--- config.mk ---
export PLATFORM = sky130hd
export DESIGN_NAME = i2s_rx
export DESIGN_NICKNAME = d
export VERILOG_FILES = /design/src/rtl/i2s_rx.sv
export SDC_FILE = /design/constraint.sdc
export NUM_CORES = 1
export LEC_CHECK = 0
export BUFFER_PORTS_ARGS = -buffer_cell sky130_fd_sc_hd__buf_4
export CAP_MARGIN = 20
export CORE_MARGIN = 4
export CORE_UTILIZATION = 39
export CTS_CLUSTER_DIAMETER = 40
export CTS_CLUSTER_SIZE = 28
export DETAILED_ROUTE_END_ITERATION = 10
export HOLD_SLACK_MARGIN = 0.08
export PLACE_DENSITY_LB_ADDON = 0.15
export SLEW_MARGIN = 30
export SYNTH_ARGS = -nofsm -noshare
export SYNTH_HDL_FRONTEND = slang
export SYNTH_SLANG_ARGS = --single-unit
--- constraint.sdc ---
create_clock -name clk_i -period 2.1 [get_ports clk_i]
set_input_delay 0.315 -clock clk_i [delete_from_list [all_inputs] [get_ports clk_i]]
set_output_delay 0.315 -clock clk_i [all_outputs]
set_load 0.01 [all_outputs]
--- src/rtl/i2s_rx.sv ---
// ---------------------------------------------------------------------------
// i2s_rx
//   I2S receiver. sck_i/ws_i/sd_i are oversampled in the clk_i domain through
//   SYNC_STAGES-deep synchronisers. Slot logic acts only on SCK rise events.
//   The receiver locks on the first WS edge, then deserialises the left and
//   right slots, MSB first, and keeps DATA_W bits per slot. Each complete
//   left-then-right pair is presented as one signed PCM frame on a
//   valid/ready interface.
//
// Ports
//   clk_i       system clock; must be at least 4x the SCK frequency
//   rst_ni      asynchronous active-low reset
//   sck_i       I2S serial clock; asynchronous to clk_i
//   ws_i        I2S word select; WS_POL marks the left channel
//   sd_i        I2S serial data
//   left_o      left sample, two's complement; stable while valid_o = 1
//   right_o     right sample, two's complement; stable while valid_o = 1
//   valid_o     a frame is available
//   ready_i     consumer takes the frame when valid_o && ready_i
//   overrun_o   one-cycle pulse: a completed frame was dropped
//   slot_err_o  one-cycle pulse: a slot closed with a wrong bit count
// ---------------------------------------------------------------------------
module i2s_rx #(
    parameter int unsigned SCKS_PER_SLOT = 64,
    parameter int unsigned DATA_W        = 24,
    parameter logic        WS_POL        = 1'b0,
    parameter int unsigned SYNC_STAGES   = 2
) (
    input  logic              clk_i,
    input  logic              rst_ni,
    input  logic              sck_i,
    input  logic              ws_i,
    input  logic              sd_i,
    output logic [DATA_W-1:0] left_o,
    output logic [DATA_W-1:0] right_o,
    output logic              valid_o,
    input  logic              ready_i,
    output logic              overrun_o,
    output logic              slot_err_o
);

    localparam int unsigned CNT_W = $clog2(SCKS_PER_SLOT + 2);

    localparam logic [CNT_W-1:0] CNT_FULL = CNT_W'(SCKS_PER_SLOT);
    localparam logic [CNT_W-1:0] CNT_SAT  = CNT_W'(SCKS_PER_SLOT + 1);
    localparam logic [CNT_W-1:0] CNT_KEEP = CNT_W'(DATA_W);

    localparam logic [0:0] ST_UNLOCKED = 1'b0;
    localparam logic [0:0] ST_LOCKED   = 1'b1;

    // -----------------------------------------------------------------------
    // Input synchronisers and SCK rise detection
    // -----------------------------------------------------------------------
    logic [SYNC_STAGES-1:0] sck_sync_q;
    logic [SYNC_STAGES-1:0] ws_sync_q;
    logic [SYNC_STAGES-1:0] sd_sync_q;
    logic                   sck_dly_q;

    logic sck_s_c;
    logic ws_s_c;
    logic sd_s_c;
    logic rise_c;

    always_ff @(posedge clk_i or negedge rst_ni) begin
        if (!rst_ni) begin
            sck_sync_q <= '0;
            ws_sync_q  <= '0;
            sd_sync_q  <= '0;
            sck_dly_q  <= 1'b0;
        end else begin
            sck_sync_q <= SYNC_STAGES'({sck_sync_q, sck_i});
            ws_sync_q  <= SYNC_STAGES'({ws_sync_q, ws_i});
            sd_sync_q  <= SYNC_STAGES'({sd_sync_q, sd_i});
            sck_dly_q  <= sck_sync_q[SYNC_STAGES-1];
        end
    end

    // ws and sd come from the same stage as the SCK event so they stay aligned
    assign sck_s_c = sck_sync_q[SYNC_STAGES-1];
    assign ws_s_c  = ws_sync_q[SYNC_STAGES-1];
    assign sd_s_c  = sd_sync_q[SYNC_STAGES-1];
    assign rise_c  = sck_s_c & ~sck_dly_q;

    // -----------------------------------------------------------------------
    // Slot tracker: lock FSM, bit counter, shift register, slot close
    // -----------------------------------------------------------------------
    logic [0:0]        state_q,      state_d;
    logic              ws_prev_q,    ws_prev_d;
    logic              ws_seen_q,    ws_seen_d;
    logic              chan_q,       chan_d;
    logic [CNT_W-1:0]  bit_cnt_q,    bit_cnt_d;
    logic [DATA_W-1:0] shreg_q,      shreg_d;
    logic              close_q,      close_d;
    logic              close_ok_q,   close_ok_d;
    logic              close_left_q, close_left_d;
    logic [DATA_W-1:0] word_q,       word_d;

    logic              ws_edge_c;
    logic [CNT_W-1:0]  cnt_inc_c;
    logic [DATA_W-1:0] shreg_shift_c;

    // No WS edge exists until one rise has recorded a reference ws level
    assign ws_edge_c = ws_seen_q & (ws_s_c != ws_prev_q);

    assign cnt_inc_c = (bit_cnt_q == CNT_SAT) ? bit_cnt_q : bit_cnt_q + CNT_W'(1);

    // Bits past DATA_W are counted but not stored
    assign shreg_shift_c = (bit_cnt_q < CNT_KEEP) ? DATA_W'({shreg_q, sd_s_c}) : shreg_q;

    always_ff @(posedge clk_i or negedge rst_ni) begin
        if (!rst_ni) begin
            state_q <= ST_UNLOCKED;
        end else begin
            state_q <= state_d;
        end
    end

    always_comb begin
        state_d      = state_q;
        ws_prev_d    = ws_prev_q;
        ws_seen_d    = ws_seen_q;
        chan_d       = chan_q;
        bit_cnt_d    = bit_cnt_q;
        shreg_d      = shreg_q;
        close_d      = 1'b0;
        close_ok_d   = close_ok_q;
        close_left_d = close_left_q;
        word_d       = word_q;

        if (rise_c) begin
            ws_prev_d = ws_s_c;
            ws_seen_d = 1'b1;
            case (state_q)
                ST_UNLOCKED: begin
                    if (ws_edge_c) begin
                        state_d   = ST_LOCKED;
                        bit_cnt_d = '0;
                        chan_d    = ws_s_c;
                    end
                end
                ST_LOCKED: begin
                    shreg_d   = shreg_shift_c;
                    bit_cnt_d = cnt_inc_c;
                    // One-bit delay: the bit on a WS edge still belongs to the closing slot
                    if (ws_edge_c) begin
                        close_d      = 1'b1;
                        close_ok_d   = (cnt_inc_c == CNT_FULL);
                        close_left_d = (chan_q == WS_POL);
                        word_d       = shreg_shift_c;
                        bit_cnt_d    = '0;
                        chan_d       = ws_s_c;
                    end
                end
                default: begin
                    state_d = ST_UNLOCKED;
                end
            endcase
        end
    end

    always_ff @(posedge clk_i or negedge rst_ni) begin
        if (!rst_ni) begin
            ws_prev_q    <= 1'b0;
            ws_seen_q    <= 1'b0;
            chan_q       <= 1'b0;
            bit_cnt_q    <= '0;
            shreg_q      <= '0;
            close_q      <= 1'b0;
            close_ok_q   <= 1'b0;
            close_left_q <= 1'b0;
            word_q       <= '0;
        end else begin
            ws_prev_q    <= ws_prev_d;
            ws_seen_q    <= ws_seen_d;
            chan_q       <= chan_d;
            bit_cnt_q    <= bit_cnt_d;
            shreg_q      <= shreg_d;
            close_q      <= close_d;
            close_ok_q   <= close_ok_d;
            close_left_q <= close_left_d;
            word_q       <= word_d;
        end
    end

    // -----------------------------------------------------------------------
    // Slot assembly: holding registers, ordering flags, error pulse
    // -----------------------------------------------------------------------
    logic [DATA_W-1:0] hold_l_q,   hold_l_d;
    logic [DATA_W-1:0] hold_r_q,   hold_r_d;
    logic              have_l_q,   have_l_d;
    logic              have_r_q,   have_r_d;
    logic              frame_q,    frame_d;
    logic              slot_err_q, slot_err_d;

    always_comb begin
        hold_l_d   = hold_l_q;
        hold_r_d   = hold_r_q;
        have_l_d   = have_l_q;
        have_r_d   = have_r_q;
        frame_d    = 1'b0;
        slot_err_d = 1'b0;

        if (close_q) begin
            if (close_ok_q) begin
                if (close_left_q) begin
                    hold_l_d = word_q;
                    have_l_d = 1'b1;
                end else begin
                    hold_r_d = word_q;
                    // A right slot without a preceding left is dropped silently
                    if (have_l_q) begin
                        frame_d  = 1'b1;
                        have_l_d = 1'b0;
                        have_r_d = 1'b0;
                    end else begin
                        have_r_d = 1'b1;
                    end
                end
            end else begin
                slot_err_d = 1'b1;
                have_l_d   = 1'b0;
                have_r_d   = 1'b0;
            end
        end
    end

    always_ff @(posedge clk_i or negedge rst_ni) begin
        if (!rst_ni) begin
            hold_l_q   <= '0;
            hold_r_q   <= '0;
            have_l_q   <= 1'b0;
            have_r_q   <= 1'b0;
            frame_q    <= 1'b0;
            slot_err_q <= 1'b0;
        end else begin
            hold_l_q   <= hold_l_d;
            hold_r_q   <= hold_r_d;
            have_l_q   <= have_l_d;
            have_r_q   <= have_r_d;
            frame_q    <= frame_d;
            slot_err_q <= slot_err_d;
        end
    end

    // -----------------------------------------------------------------------
    // Output stage: valid/ready handshake and overrun detection
    // -----------------------------------------------------------------------
    logic [DATA_W-1:0] left_q,    left_d;
    logic [DATA_W-1:0] right_q,   right_d;
    logic              valid_q,   valid_d;
    logic              overrun_q, overrun_d;

    always_comb begin
        left_d    = left_q;
        right_d   = right_q;
        valid_d   = valid_q;
        overrun_d = 1'b0;

        if (frame_q) begin
            // A frame consumed in the same cycle frees the slot for the new one
            if (!valid_q || ready_i) begin
                left_d  = hold_l_q;
                right_d = hold_r_q;
                valid_d = 1'b1;
            end else begin
                overrun_d = 1'b1;
            end
        end else if (valid_q && ready_i) begin
            valid_d = 1'b0;
        end
    end

    always_ff @(posedge clk_i or negedge rst_ni) begin
        if (!rst_ni) begin
            left_q    <= '0;
            right_q   <= '0;
            valid_q   <= 1'b0;
            overrun_q <= 1'b0;
        end else begin
            left_q    <= left_d;
            right_q   <= right_d;
            valid_q   <= valid_d;
            overrun_q <= overrun_d;
        end
    end

    assign left_o     = left_q;
    assign right_o    = right_q;
    assign valid_o    = valid_q;
    assign overrun_o  = overrun_q;
    assign slot_err_o = slot_err_q;

endmodule

* After elaboration in Yosys (flattened, before gate mapping) *
Cells that the tools add are included.

operators by class
  reduce and logical (&&, ||, !) cells = 12
  $lt $le $gt $ge = 1
  add/sub/neg operators = 1
  equality and inequality tests = 5
  bitwise operators = 6
  multiplexer cells = 23

operators with widths
  kind                 number
  $mux 24              1
  $mux 7               3
  $mux 1               18
  $eq 7x7->1 const B   2
  $pmux 7 s2           1
  $reduce_and 2->1     5
  $reduce_and 3->1     3
  $add 7x1->7 const B  1
  $lt 7x5->1 const B   1
  $not 1->1            4
  $and 1x1->1          2
  $ne 2x1->1 const B   1
  $ne 2x2->1 const B   1
  $reduce_bool 2->1    1
  $logic_and 1x1->1    1
  $logic_not 1->1      1
  $logic_or 1x1->1     1
  $ne 1x1->1           1

storage, ports and cells
  word-level logic and storage cells = 71
  output and inout bits = 51
  bits of input ports = 6
  register bits after elaboration = 170

* Depth between registers and ports, before layout *
Gate-level depths: netlist of run 1.

  depth after elaboration = 5
  gate-level depth with buffers = 7
  mapped depth without buffers = 6

* Least setup slack after synthesis of run 1 *
OpenSTA, ideal clock, no wires.

  path type = flip-flop to flip-flop
  start point = register bit_cnt_q[4]
  end point = register shreg_q[10]
  stages on the path, launching flop included = 7
  required time = 1.973 ns
  data arrival time = 1.647 ns
  library setup time = 0.127 ns
  period minus slack after synthesis = 1.775 ns
  path slack = 0.325 ns
  path buffers = 3
  cells stage by stage = dfrtp_1 buf_2 a211oi_4 nor2b_1 buf_4 buf_6 mux2_1

on the way
  word-level cells in the longest chain between the ends = 2

RTL lines
  what                    line  RTL
  from (decl)             91    logic [CNT_W-1:0] bit_cnt_q, bit_cnt_d;
  from (signal assigned)  176   bit_cnt_q <= bit_cnt_d;
  $lt 7x5->1              108   assign shreg_shift_c = (bit_cnt_q < CNT_KEEP) ? DATA_W'({shreg_q, sd_s_c}) : shreg_q;
  $mux 24                 108
  to (signal assigned)    177   shreg_q <= shreg_d;
  to (decl)               92    logic [DATA_W-1:0] shreg_q, shreg_d;

Every way passes these cells.
A chain may end at the register's enable or synchronous reset.

* Worst setup path after layout of run 1 *
  start point = register bit_cnt_q[0]
  end point = register close_ok_q

on the way
  word-level cells in the longest chain between the ends = 3
  elaborated cells between the ends (all ways) = 4
  classes of those cells = add/sub (1); eq/ne (2); mux (1)

RTL lines
  what                                              line  RTL
  $add 7x1->7 / $eq 7x7->1 (equally long branches)  105   assign cnt_inc_c = (bit_cnt_q == CNT_SAT) ? bit_cnt_q : bit_cnt_q + CNT_W'(1);
  $mux 7 *                                          105
  $eq 7x7->1 *                                      147   close_ok_d = (cnt_inc_c == CNT_FULL);
  to (signal assigned)                              179   close_ok_q <= close_ok_d;
  to (decl)                                         94    logic close_ok_q, close_ok_d;

Mark *: on every way between the ends. The rest lies on a longest branch, timed or not.

==> results of run 1 <==
==> area by class of cell <==
cell class | count | share of cell area, %
well taps | 220 | 3.433
clock buffers | 18 | 5.477
multi-input cells | 264 | 28.30
flip-flops and latches | 170 | 53.05
clock inverters | 14 | 1.545
repair buffers | 77 | 8.004
inverters | 4 | 0.1872
==> registers in the layout, indices dropped and copies added (netlist names), 2 cells and up <==
signal	cells
ws_sync_q	2
bit_cnt_q	7
shreg_q	24
hold_r_q	24
hold_l_q	24
sd_sync_q	2
right_o	24
sck_sync_q	2
word_q	24
left_o	24
==> synthesized netlist by cell type (all sizes together) <==
cell type	number
dfrtp	170
mux2	120
nand2	35
o21ai	30
mux2i	25
clkbuf	14
buf	10
a31oi	5
nor2	5
a21oi	4
inv	4
nand3b	4
a211oi	3
nand2b	3
nand3	3
nand4	3
nor2b	3
ha	2
o22ai	2
or2	2
xnor2	2
xor2	2
a211o	1
a22o	1
a31o	1
and3	1
nand4bb	1
nor3	1
nor4	1
o2111a	1
o21a	1
o221ai	1
o31ai	1
==> critical path, delay by kind of cell (launching register included) <==
| kind | cells | cell delay [ps] |
|---|---|---|
| simple gates | 2 | 450 |
| fa+ha+maj | 1 | 320 |
| compound gates | 2 | 400 |
| flops | 1 | 480 |
==> cells by family (layout without fill, tap and decap cells) <==
| group | after synthesis | count (layout) | synth area share (%) |
|---|---|---|---|
| fa+ha+maj | 2 | 2 | 0.3759 |
| simple gates | 62 | 62 | 4.399 |
| compound gates | 51 | 51 | 4.662 |
| buf+inv | 28 | 113 | 2.067 |
| xor+xnor | 4 | 4 | 0.5264 |
| mux | 145 | 145 | 24.06 |
| flops | 170 | 170 | 63.91 |
==> cells in the final DEF, fill, tap and decap left out, types with 5 or more instances in the layout <==
| cell | n |
|---|---|
| dfrtp_1 | 170 |
| clkinvlp_4 | 7 |
| clkbuf_16 | 17 |
| a31oi_1 | 5 |
| buf_4 | 68 |
| nand2_1 | 34 |
| o21ai_1 | 26 |
| mux2_2 | 46 |
| mux2_1 | 74 |
| nor2_1 | 5 |
| mux2i_1 | 25 |
==> timing repair <==
action                                  4_1_cts  5_1_grt
hold buffers                                  4        0
endpoints found under the setup margin        0        0
setup buffers                                 0        0
endpoints found under the hold margin        57        0
==> how the worst min path moves through the flow <==
stage | start | end | slack [ps] | cells past startpoint
4_1_cts | ready_i | overrun_o | 190 | 3
2_1_floorplan | rst_ni | bit_cnt_q[0] | 20 | 0
3_3_place_gp | sck_sync_q[0] | sck_sync_q[1] | 330 | 0
5_1_grt | ready_i | overrun_o | 200 | 3
3_5_place_dp | rst_ni | right_o[9] | 340 | 1
6_report | ready_i | overrun_o | 200 | 3
==> where the power goes <==
group,switching [mW],internal (mW)
clock,1.27,1.66
combinational,0.285,0.267
sequential,0.255,3.54
==> per-layer routing <==
metal	up-vias	share of wire (%)
met4	0	1.2
met3	11	4.0
met1	1892	46
met2	63	49
li1	1779	-
met5	-	0
==> flow_summary_export.csv, run 1 <==
group,metric,value,unit
outcome,outcome,"complete, no violations",
drt,drc,0,
global_route,grt_busiest_layer,"met2",
critical_path,cp_cell_sequence,"ha_1, nand3_1, nor3_1, o221ai_1, o31ai_1",
finish,nets,542,
critical_path,end_kind,"register",
timing,setup-violations-final,0,
global_route,grtUsageMet3,4.000,%
drt,ant_nets,0,
finish,filler_cell_count,1514,
timing,finClkSkew,10.46,ps
timing,hold_viol_final,0,
global_route,grt_use_total,12.60,%
logic_synthesis,syn_avg_cell_area,14.41,µm²
pwr,power,7.282,mW
critical_path,r2r_start,"bit_cnt_q[0]",
finish,drive_above_1_share,28.34,%
floorplan,io_pins,57,
flow_run,maxCapViolations,0,
placement,gp_congestion,0.6684,
logic_synthesis,yosysTopAreaCell,"dfrtp_1",
clock_tree,cts-resized-gates,0,
timing,holdWs,204.2,ps
clock_tree,path_clk_slew,60,ps
floorplan,die_x,138.6,µm
timing,tns,0,ps
global_route,grt_start_max_net_pins,62,
floorplan,core_area,16640,µm²
timing,grt_setup_unrepaired,"false",
drt,drt_iter0_drc,109,
floorplan,die_h,138.6,µm
timing,worst_pin_slew,582.3,ps
global_route,grt_pass1_vias,3911,
logic_synthesis,yosysTopAreaCellShare,63.91,%
logic_synthesis,ys_seq_area_share,63.91,%
finish,area_growth,20.47,%
timing,slew-limit-headroom,61.18,%
clock_tree,clkLatencyLatePin,420,ps
pwr,p_leak,4.186,nW
critical_path,path_class,"reg -> reg",
finish,instances_no_fill,767,
floorplan,initial_core_util,40.00,%
drt,vias_per_cell,4.883,
finish,multi_input_area,2270,µm²
critical_path,cpPeakStageDelay,480,ps
timing,max_freq,573.5,MHz
global_route,grt_antenna_before_repair,0,
critical_path,reg2reg_to,"close_ok_q",
placement,pre_cts_ws,401.5,ps
global_route,grt_pass1_wl,19740,µm
floorplan,dieArea,19220,µm²
global_route,grt_overflow_total,0,
finish,diodes,0,
timing,fin_crit_sh,83.03,%
placement,port_buffers,56,
finish,fin_util,48.18,%
logic_synthesis,syn_nets,470,
logic_synthesis,yosysWarnings,0,
clock_tree,htreeDepth,4,
clock_tree,numClockSinks,170,
drt,drt_wl_total,11120,µm
finish,regArea,4254,µm²
pwr,vdd_ir_drop_max,0.0006210,V
floorplan,core.rowCount,47,
critical_path,r2r_slack,360,ps
clock_tree,cts_buffer_depth,2,
critical_path,worstPathArrival,2070,ps
logic_synthesis,mappedNetlistArea,6656,µm²
logic_synthesis,synthCells,462,
critical_path,crit_start,"bit_cnt_q[0]",
critical_path,cp_max_fo,8,
timing,drv_slew,0,
placement,dpl_cell_area,7416,µm²
drt,drt-pass1-iter-count,4,
critical_path,cp_slowest_cell,"dfrtp_1",
critical_path,cp.required,2420,ps
finish,final_cell_area,8019,µm²
clock_tree,root_buffer,"clkbuf_16",
timing,period_needed,1744,ps
global_route,met1_usage,16.24,%
logic_synthesis,synth_area_leaders,"dfrtp_1 (64%), mux2_1 (13%), mux2_2 (7.8%)",
critical_path,rr_worst_depth,5,
logic_synthesis,synth_seq_cells,170,
timing,timing.final.ws_setup,356.4,ps
logic_synthesis,ys_types,39,
drt,wl_per_cell,14.50,µm
global_route,met2_usage,20.12,%
pwr,power_density,908.0,nW/µm²
placement,placedCellCount,731,
placement,dpl.hpwl,7551,µm
drt,dr_total_vias,3745,
clock_tree,numCtsBuffers,17,
min_path,hold_class,"in -> reg",
critical_path,cp-start-kind,"register",
critical_path,endpoint,"close_ok_q",
clock_tree,cts_tree,"done",
(Power assumes the default switching activity.)
==> inputs of run 2 (changes only) <==
Clock period 2.1 ns to 1.53 ns, I/O delays scaled along.
==> run 2 against run 1 <==
The run now ends with setup timing left. Critical endpoint is now shreg_q[2]. Power increased by 45%. Largest power group unchanged. Global-route usage increased by 0.21 points. Clock skew decreased by 2.0 ps. Sequential share of layout area decreased by 2.1 points. Die area unchanged. Register-to-register slack got worse by 390 ps. Critical path type unchanged.
==> flow_summary_export.csv, run 2 (same netlist as run 1, synthesis figures left out) <==
group,metric,value,unit
floorplan,dieArea,19220,µm²
pwr,power_frac_clock,41.5,%
placement,dpl_cell_area,7523,µm²
floorplan,initial_core_util,40.00,%
pwr,power_frac_comb,9.1,%
global_route,grt_pass1_wl,20160,µm
min_path,hold_class,"in -> reg",
pwr,power_density,1265,nW/µm²
critical_path,end_kind,"register",
drt,drt-pass1-iter-count,4,
clock_tree,cts_tree,"done",
critical_path,path_class,"reg -> reg",
critical_path,worstPathArrival,1860,ps
timing,setup-violations-final,24,
pwr,power,10.57,mW
flow_run,maxCapViolations,0,
placement,gp_congestion,0.7314,
timing,finClkSkew,8.506,ps
clock_tree,root_buffer,"clkbuf_16",
outcome,outcome,"complete, but fails checks",
min_path,hold-path-endpoint,"overrun_o",
global_route,grt_pass1_vias,4117,
timing,grt_setup_unrepaired,"true",
finish,mostFrequentLayoutCell,"dfrtp_1",
finish,final_cell_mix,"dfrtp_1 (167), mux2_1 (74), buf_4 (68), mux2_2 (46), nand2_1 (34)",
timing,tns,-456.9,ps
clock_tree,numCtsBuffers,17,
outcome,violations,"setup timing",
placement,dpl.hpwl,7613,µm
floorplan,core.rowCount,47,
drt,drc,0,
global_route,grt_antenna_before_repair,0,
timing,fin_crit_sh,102.0,%
timing,worst_pin_slew,352.2,ps
floorplan,die_h,138.6,µm
critical_path,cp.required,1830,ps
timing,max_freq,640.6,MHz
pwr,sw_frac_of_total,23.72,%
timing,period_needed,1561,ps
drt,drt_iter0_drc,115,
critical_path,reg2reg_to,"shreg_q[2]",
timing,slew-limit-headroom,76.52,%
timing,hold_viol_final,0,
floorplan,die_x,138.6,µm
clock_tree,numClockSinks,170,
critical_path,rr_worst_depth,4,
pwr,vdd_ir_drop_max,0.0007530,V
global_route,grt_overflow_total,0,
drt,drt_wl_total,11770,µm
placement,port_buffers,56,
clock_tree,clkLatencyLatePin,420,ps
global_route,grt_use_total,12.81,%
critical_path,r2r_slack,-30,ps
pwr,p_leak,4.340,nW
critical_path,cp_max_fo,24,
finish,nets,552,
pwr,p_int,8.059,mW
clock_tree,htreeDepth,4,
global_route,grt_start_max_net_pins,50,
timing,drv_slew,0,
drt,vias_per_cell,4.910,
timing,timing.final.ws_setup,-31.05,ps
finish,drive_above_1_share,32.14,%
clock_tree,cts_buffer_depth,2,
clock_tree,path_clk_slew,60,ps
critical_path,r2r_start,"bit_cnt_q[3]",
drt,ant_nets,0,
min_path,hold_start,"ready_i",
drt,dr_total_vias,3815,
pwr,switchingPower,2.506,mW
floorplan,core_area,16640,µm²
floorplan,io_pins,57,
pwr,seqPwrFrac,49.4,%
finish,diodes,0,
critical_path,cp-start-kind,"register",
finish,area_growth,25.51,%
min_path,hold_depth,3,
drt,wl_per_cell,15.14,µm
finish,final_cell_area,8354,µm²
==> run 2: per-stage QoR <==
| stage | hold slack (ps) | utilization [%] | setup slack, ps | std cells |
|---|---|---|---|---|
| 2_1_floorplan | -66.09 | - | -219.5 | 462 |
| 3_3_place_gp | 103.6 | 45.21 | -47.91 | 737 |
| 3_5_place_dp | 105.7 | 45.21 | -115.0 | 737 |
| 4_1_cts | 104.9 | 49.27 | -66.69 | 773 |
| 5_1_grt | 105.2 | 50.20 | -91.80 | 777 |
| 6_report | 120.4 | 50.20 | -31.05 | 777 |
==> run 2: how the worst max path moves through the flow <==
stage                     slack (ps)           to    startpoint  cells after the start
after floorplan                 -220  shreg_q[10]  bit_cnt_q[3]                      6
after global placement           -50   close_ok_q  bit_cnt_q[0]                      5
after detailed placement        -120   close_ok_q  bit_cnt_q[0]                      5
after CTS                        -70   close_ok_q  bit_cnt_q[5]                      5
after global routing             -90   close_ok_q  bit_cnt_q[1]                      6
final                            -30   shreg_q[2]  bit_cnt_q[3]                      4
==> run 2: layout make-up <==
type                            count  area, µm²
Tap cell                          220      275.3
Timing Repair Buffer               87      823.3
Clock buffer                       22      474.2
Sequential cell                   170       4258
Inverter                            4      15.01
Clock inverter                     10      138.9
Fill cell                        1440       8288
Multi-Input combinational cell    264       2370
==> run 2: power by group through the flow <==
stage,clock network (mW),registers [mW],logic [mW]
finish,4.39,5.22,0.961
global route,4.74,5.28,1.10
CTS,4.52,5.19,0.867
detailed placement,0,5.27,0.852
global placement,0,5.26,0.815
floorplan,0,5.17,0.557
==> run 2: critical path, cell delays in order (launching register included) <==
cell and delay [ps]:
dfrtp_1 420, a211oi_4 290, nor2b_4 200, buf_12 180, mux2_1 340
==> run 2: metal layers <==
layer | share of wire [%] | global-route usage (%) | routed length (µm) | up-vias
met5 | 0 | 0 | 0 | -
met3 | 3.7 | 3.690 | 435 | 16
li1 | - | - | - | 1792
met1 | 46 | 16.19 | 5427 | 1950
met4 | 1.6 | 4.943 | 190 | 0
met2 | 49 | 20.97 | 5712 | 57
==> run 2: timing repair <==
item | CTS | global route
endpoints found under the setup margin | 54 | 52
endpoints found under the hold margin | 173 | 0
hold buffers | 4 | 0
pin swaps | 0 | 7
setup buffers | 0 | 3
cloned | 0 | 1
gates resized for setup | 5 | 22
